==> config.mk <==
export PLATFORM = sky130hd
export DESIGN_NAME = branch_resolve_unit
export DESIGN_NICKNAME = d
export VERILOG_FILES = /design/src/rtl/branch_pkg.sv /design/src/rtl/branch_bht.sv /design/src/rtl/branch_resolve_unit.sv
export SDC_FILE = /design/constraint.sdc
export NUM_CORES = 1
export LEC_CHECK = 0
export ABC_AREA = 1
export BUFFER_PORTS_ARGS = -buffer_cell sky130_fd_sc_hd__buf_2
export CORE_MARGIN = 8
export CORE_UTILIZATION = 49
export CTS_CLUSTER_DIAMETER = 30
export DETAILED_ROUTE_END_ITERATION = 16
export PLACE_DENSITY = 0.77
export REMOVE_ABC_BUFFERS = 1
export SYNTH_ARGS = -nofsm -noshare
export SYNTH_HDL_FRONTEND = slang
export SYNTH_SLANG_ARGS = --single-unit
==> constraint.sdc <==
create_clock -name clk -period 1.9 [get_ports clk]
set_clock_uncertainty 0.1 [all_clocks]
set_input_delay 0.285 -clock clk [delete_from_list [all_inputs] [get_ports clk]]
set_output_delay 0.285 -clock clk [all_outputs]
set_load 0.005 [all_outputs]
==> src/rtl/branch_pkg.sv <==
// Shared definitions for branch resolution: B-type funct3 codes, 2-bit
// bimodal counter encodings and the counter update rule.
package branch_pkg;

  localparam logic [2:0] F3_BEQ  = 3'b000;
  localparam logic [2:0] F3_BNE  = 3'b001;
  localparam logic [2:0] F3_BLT  = 3'b100;
  localparam logic [2:0] F3_BGE  = 3'b101;
  localparam logic [2:0] F3_BLTU = 3'b110;
  localparam logic [2:0] F3_BGEU = 3'b111;

  localparam logic [1:0] CTR_SNT = 2'b00;
  localparam logic [1:0] CTR_WNT = 2'b01;
  localparam logic [1:0] CTR_WT  = 2'b10;
  localparam logic [1:0] CTR_ST  = 2'b11;

  localparam logic [1:0] BHT_RESET = CTR_WNT;

  // Saturating step toward the observed direction; the extremes hold.
  function automatic logic [1:0] ctr_next(input logic [1:0] ctr, input logic taken);
    logic [1:0] nxt;
    nxt = ctr;
    if (taken && (ctr != CTR_ST)) nxt = ctr + 2'b01;
    if (!taken && (ctr != CTR_SNT)) nxt = ctr - 2'b01;
    return nxt;
  endfunction

  // 010 and 011 are the two funct3 codes with no B-type meaning.
  function automatic logic f3_legal(input logic [2:0] f3);
    return f3[2:1] != 2'b01;
  endfunction

endpackage

==> src/rtl/branch_bht.sv <==
// Bimodal branch history table: one combinational read port for fetch and
// one synchronous saturating update port for the resolving branch.
module branch_bht
  import branch_pkg::*;
#(
  parameter int ENTRIES = 16,
  parameter int IDX_W   = $clog2(ENTRIES)
) (
  input  logic             clk,
  input  logic             rst_n,
  input  logic [IDX_W-1:0] i_rd_idx,
  output logic [1:0]       o_rd_ctr,
  input  logic             i_upd_en,
  input  logic [IDX_W-1:0] i_upd_idx,
  input  logic             i_upd_taken
);

  logic [1:0] r_ctr [ENTRIES];

  // Read sees the stored value only: a same-cycle update is not bypassed.
  assign o_rd_ctr = r_ctr[i_rd_idx];

  always_ff @(posedge clk or negedge rst_n) begin
    if (!rst_n) begin
      for (int i = 0; i < ENTRIES; i++) r_ctr[i] <= BHT_RESET;
    end else if (i_upd_en) begin
      r_ctr[i_upd_idx] <= ctr_next(r_ctr[i_upd_idx], i_upd_taken);
    end
  end

endmodule

==> src/rtl/branch_resolve_unit.sv <==
// EX-stage branch resolution: decides direction from branch_comp results,
// checks the fetch prediction, raises a registered redirect/flush and trains the BHT.
module branch_resolve_unit
  import branch_pkg::*;
#(
  parameter int BHT_ENTRIES = 16,
  parameter int PC_W        = 32
) (
  input  logic            clk,
  input  logic            rst_n,
  input  logic [PC_W-1:0] if_pc,
  output logic            pred_taken,
  input  logic            ex_valid,
  input  logic            ex_stall,
  input  logic            ex_is_branch,
  input  logic [2:0]      ex_funct3,
  input  logic [PC_W-1:0] ex_pc,
  input  logic [PC_W-1:0] ex_target,
  input  logic            ex_pred_taken,
  output logic            brun,
  input  logic            breq,
  input  logic            brlt,
  output logic            ex_taken,
  output logic            redirect,
  output logic [PC_W-1:0] redirect_pc,
  output logic            flush,
  output logic [31:0]     branch_cnt,
  output logic [31:0]     mispred_cnt
);

  localparam int IDX_W = $clog2(BHT_ENTRIES);

  logic [IDX_W-1:0] w_if_idx;
  logic [IDX_W-1:0] w_ex_idx;
  logic [1:0]       w_if_ctr;
  logic             w_dir;
  logic             w_legal;
  logic             w_resolve;
  logic             w_mispred;
  logic [PC_W-1:0]  w_fallthru;

  logic             r_redirect;
  logic [PC_W-1:0]  r_redirect_pc;
  logic [31:0]      r_branch_cnt;
  logic [31:0]      r_mispred_cnt;

  assign w_if_idx = if_pc[IDX_W+1:2];
  assign w_ex_idx = ex_pc[IDX_W+1:2];

  branch_bht #(
    .ENTRIES (BHT_ENTRIES),
    .IDX_W   (IDX_W)
  ) u_bht (
    .clk         (clk),
    .rst_n       (rst_n),
    .i_rd_idx    (w_if_idx),
    .o_rd_ctr    (w_if_ctr),
    .i_upd_en    (w_resolve),
    .i_upd_idx   (w_ex_idx),
    .i_upd_taken (ex_taken)
  );

  assign pred_taken = w_if_ctr[1];
  assign brun       = ex_funct3[1];

  always_comb begin
    w_dir = 1'b0;
    case (ex_funct3)
      F3_BEQ:           w_dir = breq;
      F3_BNE:           w_dir = ~breq;
      F3_BLT, F3_BLTU:  w_dir = brlt;
      F3_BGE, F3_BGEU:  w_dir = ~brlt;
      default:          w_dir = 1'b0;
    endcase
  end

  assign w_legal    = f3_legal(ex_funct3);
  assign ex_taken   = ex_valid & ex_is_branch & w_legal & w_dir;
  assign w_resolve  = ex_valid & ex_is_branch & w_legal & ~ex_stall;
  assign w_mispred  = w_resolve & (ex_taken != ex_pred_taken);
  assign w_fallthru = ex_pc + PC_W'(4);

  // redirect_pc holds its last value between pulses; only redirect qualifies it.
  always_ff @(posedge clk or negedge rst_n) begin
    if (!rst_n) begin
      r_redirect    <= 1'b0;
      r_redirect_pc <= '0;
      r_branch_cnt  <= '0;
      r_mispred_cnt <= '0;
    end else begin
      r_redirect <= w_mispred;
      if (w_mispred) begin
        r_redirect_pc <= ex_taken ? ex_target : w_fallthru;
        r_mispred_cnt <= r_mispred_cnt + 32'd1;
      end
      if (w_resolve) r_branch_cnt <= r_branch_cnt + 32'd1;
    end
  end

  assign redirect    = r_redirect;
  assign flush       = r_redirect;
  assign redirect_pc = r_redirect_pc;
  assign branch_cnt  = r_branch_cnt;
  assign mispred_cnt = r_mispred_cnt;

endmodule

### After elaboration in Yosys (flattened, before gate mapping)

Index checks and enable logic that the tools add are counted.

* output and inout port bits: 101
* bits of input ports: 107
* bits in registers: 129

* mux-type cells: 14
* eq/ne operators: 8
* bitwise logic cells: 10
* reduce and logical (&&, ||, !) cells: 8
* $lt $le $gt $ge: 3
* add/sub/neg operators: 5

Operator list (number)
* $add A32 B1 Y32 const B: 2
* $add A32 B3 Y32 const B: 1
* $bwmux W32: 1
* $mux W32: 1
* $bmux W2 S4: 2
* $mux W2: 8
* $eq A3 B3 Y1 const B: 4
* $ge A5 B5 Y1 const B: 2
* $not A4 Y5: 2
* $demux W2 S4: 1
* $and A1 B1 Y1: 5
* $lt A5 B1 Y1 const B: 1
* $pmux W1 S4: 1
* $reduce_or A2 Y1: 2
* $eq A3 B1 Y1 const B: 1
* $logic_and A1 B1 Y1: 3
* $logic_not A3 Y1: 1
* $not A1 Y1: 3
* $add A2 B1 Y2 const B: 1
* $ne A2 B1 Y1 const B: 1
* $ne A2 B2 Y1 const B: 1
* $reduce_bool A2 Y1: 1
* $sub A2 B1 Y2 const B: 1
* $logic_not A1 Y1: 1
* $ne A1 B1 Y1: 1

### Longest topological paths before layout

* word-level depth: 10
* mapped depth: 19
* mapped depth without buffers: 16

### Hierarchy

From an unflattened synthesis, not the netlist that was laid out.

* cells, all modules: 1349
* area, all modules: 8679.6 sq um

Modules (own cells, without submodules)
* branch_resolve_unit: area each 6508.7 sq um, times used 1, seq. area each 2427.3 sq um, cells an instance 1004
* branch_bht: area each 2170.8 sq um, times used 1, seq. area each 820.8 sq um, cells an instance 345

### Worst setup path after synthesis

No wires, ideal clock.

* path kind: in2reg
* start: input port ex_pc[3]
* end: register u_bht.r_ctr[16] in the netlist's numbering
* setup slack: -149 ps
* data required time: 1740 ps
* library setup time: 60 ps
* buffers on the path: 3
* cell stages on the path: 19
* arrival time: 1889 ps
* path through: buf_4 -> inv_2 -> buf_6 -> nor2_1 -> o21ai_0 -> nand2_1 -> nand2_1 -> nand2_2 -> inv_1 -> nand2_2 -> ha_1 -> inv_1 -> nand3_1 -> nand2_1 -> inv_1 -> nand2_2 -> buf_6 -> nand3_1 -> nand2_1

* longest elaborated chain between the ends: 10
* elaborated cells on any way between the ends: 19
* those cells by class: add/sub: 2; order compare: 2; eq/ne: 1; mux: 9; bitwise: 1; reduce/logical: 4

Ends and longest elaborated chain
* start: declaration: RTL line branch_resolve_unit.sv:17 `input logic [PC_W-1:0] ex_pc,`
* $not A4 Y5 (not written as such) (*): RTL line branch_bht.sv:27 `r_ctr[i_upd_idx] <= ctr_next(r_ctr[i_upd_idx], i_upd_taken);`
* parallel branches: the longest is 8 deep, another holds $add A2 B1 Y2
* $bwmux W32 (*): RTL line branch_bht.sv:27
* end signal: indexed assignment: RTL line branch_bht.sv:27
* end: declaration: RTL line branch_bht.sv:18 `logic [1:0] r_ctr [ENTRIES];`

Mark *: on every way between the ends. The select of a mux whose other input is x is not followed.
A chain may end at the register's enable or synchronous reset.

### Final worst setup path

* start: register u_bht.r_ctr[6] in the netlist's numbering
* end: register u_bht.r_ctr[17] in the netlist's numbering

* longest elaborated chain between the ends: 9
* elaborated cells on any way between the ends: 13
* those cells by class: add/sub: 2; eq/ne: 1; mux: 7; reduce/logical: 3

Ends and longest elaborated chain
* $bmux W2 S4 (*): RTL line branch_bht.sv:27
* $mux W2 (not written as such) (*) (2 in a row): RTL line branch_bht.sv:27
* parallel branches: the longest is 3 deep, another holds $add A2 B1 Y2
* $mux W2 (*): RTL line branch_pkg.sv:24 `if (!taken && (ctr != CTR_SNT)) nxt = ctr - 2'b01;`
* $mux W2 (*): RTL line branch_bht.sv:26 `end else if (i_upd_en) begin`
* $bwmux W32 (*): RTL line branch_bht.sv:27

Marked as above.

==> impl_metrics.csv <==
group,metric,value,unit
drt,vias_per_cell,5.185,
global_routing,global_route.overflow_total,0,
clock_network,ctsLongestPathBuffers,2,
finish,nNetsFinal,1572,
setup_path,path_max_fanout,8,
sta,unrepaired_setup_endpoints_after_global_routing,"yes",
global_routing,groute.usage.overall,24.10,%
floorplan,placeableCoreArea,0.01652,mm²
worst_hold_path,hp-class,"in2reg",
sta,final.period_utilization,112.1,%
placement,pre_cts_slack,-0.3963,ns
yosys,yosys_warnings,0,
worst_hold_path,whs_path_depth,3,
setup_path,critPathSlowestCell,"sky130_fd_sc_hd__dfstp_2",
setup_path,reg2reg_slack,-0.23,ns
yosys,netlist.top_cell.by_area,"sky130_fd_sc_hd__dfrtp_1",
setup_path,cp_data_arrival_time,2.39,ns
placement,detailedPlacementHpwl,18.88,mm
sta,fmax,0.4696,GHz
status,run_status,"finished, violations left",
setup_path,rr_startpoint,"u_bht.r_ctr[6]$_DFFE_PN1P_",
sta,finalMaxSlewViolations,0,
sta,period_needed,2.130,ns
drt,detailroute.via_count,8773,
yosys,synth.top_cell.area_share,34.35,%
drt,detail_route.iter0.violations,660,
clock_network,cts-root-buf,"sky130_fd_sc_hd__clkbuf_16",
global_routing,antenna_found_initial,2,
sta,hold-worst-slack,0.009870,ns
yosys,yosys_register_bits,129,
yosys,synth.area.top_cells,"sky130_fd_sc_hd__dfrtp_1 34%, sky130_fd_sc_hd__nand2_1 20%, sky130_fd_sc_hd__nor2_1 6.9%",
setup_path,start_kind,"flop",
flow_run,cap_viol_max_count,0,
setup_path,slowest_delay,0.54,ns
sta,worst_slew_pin_slew,0.5440,ns
worst_hold_path,min_delay_worst_endpoint,"redirect_pc[7]$_DFFE_PN0P_",
yosys,syn-instance-count,1193,
yosys,synthesis.area,0.008232,mm²
drt,drt_pass1_iterations,5,
clock_network,cts_made_buffers,17,
placement,gpl.final_weighted_congestion,0.9292,
global_routing,maximum_number_of_pins_on_one_net_before_global_route_repair,43,
power,pwr_dens,858.5,mW/mm²
yosys,postSynthAreaPerCell,6.900,µm²
status,violations,"negative setup slack",
drt,routedWlPerCell,15.33,µm
sta,hold_viol,0,
sta,max-slew-margin-rel,63.46,%
clock_network,clock_latency,0.42,ns
setup_path,timing.critical_path.required,2.16,ns
setup_path,timing.critical_path.cells,"nor2_1 > nor2_1 > o21ai_0 > nand2_1 > nand2_1 > nand2_2 > inv_1 > nand2_4 > ha_4 > inv_4 > nand3_4 > buf_6 > o21ai_4 > nand2_8 > nand3_4 > nand2_2",
clock_network,cts_sinks,129,
finish,area_delta_synth_final,35.75,%
power,cellLeakagePower,5.680,nW
yosys,yosysSeqAreaShare,39.46,%
clock_network,htree_num_levels,4,
worst_hold_path,hold_path.startpoint,"ex_target[7]",
floorplan,initial_core_util,49.81,%
clock_network,tritoncts,"done",
sta,setup_viol,33,
setup_path,kind_of_cell_with_the_highest_combined_delay_on_the_critical_path,"simple AND/OR/NAND/NOR gates",
placement,numPlacedInstances,1638,
power,vdd.ir_drop.worst,0.0007007,V
drt,remaining_drc_errors,0,
finish,post_route_cells_drive_above_1_share,29.05,%
floorplan,die-width,145.6,µm
setup_path,cp_num_buf_inv,3,
clock_network,worst_setup_hold_path_clk_slew,0.06,ns
setup_path,timing.setup.critical_path_class,"reg2reg",
drt,route.antenna.remaining_nets,0,
floorplan,die_area,0.02120,mm²
drt,routed_wirelength,25.93,mm
setup_path,reg_to_reg_end,"u_bht.r_ctr[17]$_DFFE_PN0P_",
setup_path,r2r_cells,16,
floorplan,die_y,145.6,µm
placement,io_buffer_count,179,
global_routing,global_route_wire_length_before_repair,42.16,mm
setup_path,worst-path-stages,16,
floorplan,num_rows,47,
sta,worst_slack,-0.2297,ns
finish,utilization,67.62,%
setup_path,worstSetupEndpointType,"flop",
global_routing,grt_pass1_vias,8676,
yosys,synth.lib_cells_used.distinct,34,
floorplan,floorplan.io_pins,208,
finish,layoutNonFillerInstCount,1692,
## cell usage in the layout (no fill, tap or decap), drive strengths merged, types with 11 or more instances in the layout
master	synthesis	final
buf	28	272
xor2	43	43
clkbuf	5	20
nor3	33	33
o211ai	15	15
nand2	441	443
nand3	93	93
nand4	24	24
dfrtp	113	113
or2	11	11
o21ai	47	47
inv	117	119
dfstp	16	16
nand3b	12	12
nor2	156	156
xnor2	20	20
## final cells by class
cell class / instances / area, µm²
repair buffers: 276 / 1834
inverters: 118 / 455.4
fillers: 1359 / 5350
well taps: 220 / 275.3
flip-flops and latches: 129 / 3248
diodes: 2 / 5.005
multi-input cells: 915 / 4715
clock inverters: 12 / 205.2
clock buffers: 20 / 436.7
## logic make-up (layout without fill, tap and decap cells)
family	count (synthesis)	after routing	share of synthesized area (%)
simple gates	771	773	39.79
xor+xnor	63	63	6.703
compound gates	71	71	4.818
flops	129	129	39.46
other cells	0	2	0
buf+inv	151	426	8.010
fa+ha+maj	8	8	1.216
## synthesized netlist by cell type (all sizes together)
library cell / n
ha: 8
xor2: 43
buf: 28
nor2: 156
clkinv: 1
nor4: 1
nand3b: 12
nor3: 33
dfrtp: 113
nand4: 24
or2: 11
dfstp: 16
o211ai: 15
nand3: 93
o221ai: 1
a21oi: 8
clkbuf: 5
o21ai: 47
xnor2: 20
inv: 117
nand2: 441
## flip-flops by register name (all words and copies together) (netlist names)
| signal | cells |
|---|---|
| u_bht.r_ctr | 32 |
| mispred_cnt | 32 |
| redirect_pc | 32 |
| branch_cnt | 32 |
| flush | 1 |
## report_power, final
| group | leakage (nW) | internal [mW] | switching (mW) | total, mW |
|---|---|---|---|---|
| clock | 0.305 | 2.34 | 1.28 | 3.62 |
| sequential | 1.63 | 3.25 | 0.377 | 3.63 |
| combinational | 3.74 | 1.06 | 1.29 | 2.35 |
| total | 5.68 | 6.65 | 2.94 | 9.59 |
## stage by stage
| step | setup TNS [ns] | cell area, µm² | total power, mW |
|---|---|---|---|
| final | -6.607 | 11170 | 9.593 |
| after global routing | -9.389 | 11170 | 10.08 |
| after CTS | -3.857 | 10930 | 9.522 |
| after detailed placement | -11.13 | 9950 | 5.707 |
| after global placement | -9.716 | 9950 | 5.642 |
| after floorplan | -78.68 | 8018 | 4.544 |
## worst max-delay path by stage
stage | slack [ns] | from | endpoint
2_1_floorplan | -1.32 | ex_valid | redirect_pc[0]$_DFFE_PN0P_
3_3_place_gp | -0.32 | ex_pc[2] | u_bht.r_ctr[23]$_DFFE_PN0P_
3_5_place_dp | -0.40 | ex_pc[2] | u_bht.r_ctr[15]$_DFFE_PN0P_
4_1_cts | -0.14 | u_bht.r_ctr[30]$_DFFE_PN1P_ | u_bht.r_ctr[19]$_DFFE_PN0P_
5_1_grt | -0.33 | u_bht.r_ctr[21]$_DFFE_PN0P_ | u_bht.r_ctr[27]$_DFFE_PN0P_
6_report | -0.23 | u_bht.r_ctr[6]$_DFFE_PN1P_ | u_bht.r_ctr[17]$_DFFE_PN0P_
## worst min-delay path, delay by kind of cell
kind / cells / cell delay [ns]
buf+inv: 1 / 0.08
simple gates: 1 / 0.06
compound gates: 1 / 0.08
## metal layers
layer | track usage [%] | wire length [µm]
met5 | 0 | 0
met4 | 11.71 | 900
met3 | 4.571 | 1446
met2 | 40.65 | 12760
met1 | 29.09 | 10830
## repair_timing
action	in CTS	in global routing
gates cloned	3	0
hold buffers	4	0
resized for setup	63	41
setup buffers	4	10
pin swaps	24	36
setup endpoints to repair	33	40
hold endpoints to repair	28	0
Note: power is estimated with default switching activity, not from simulation.
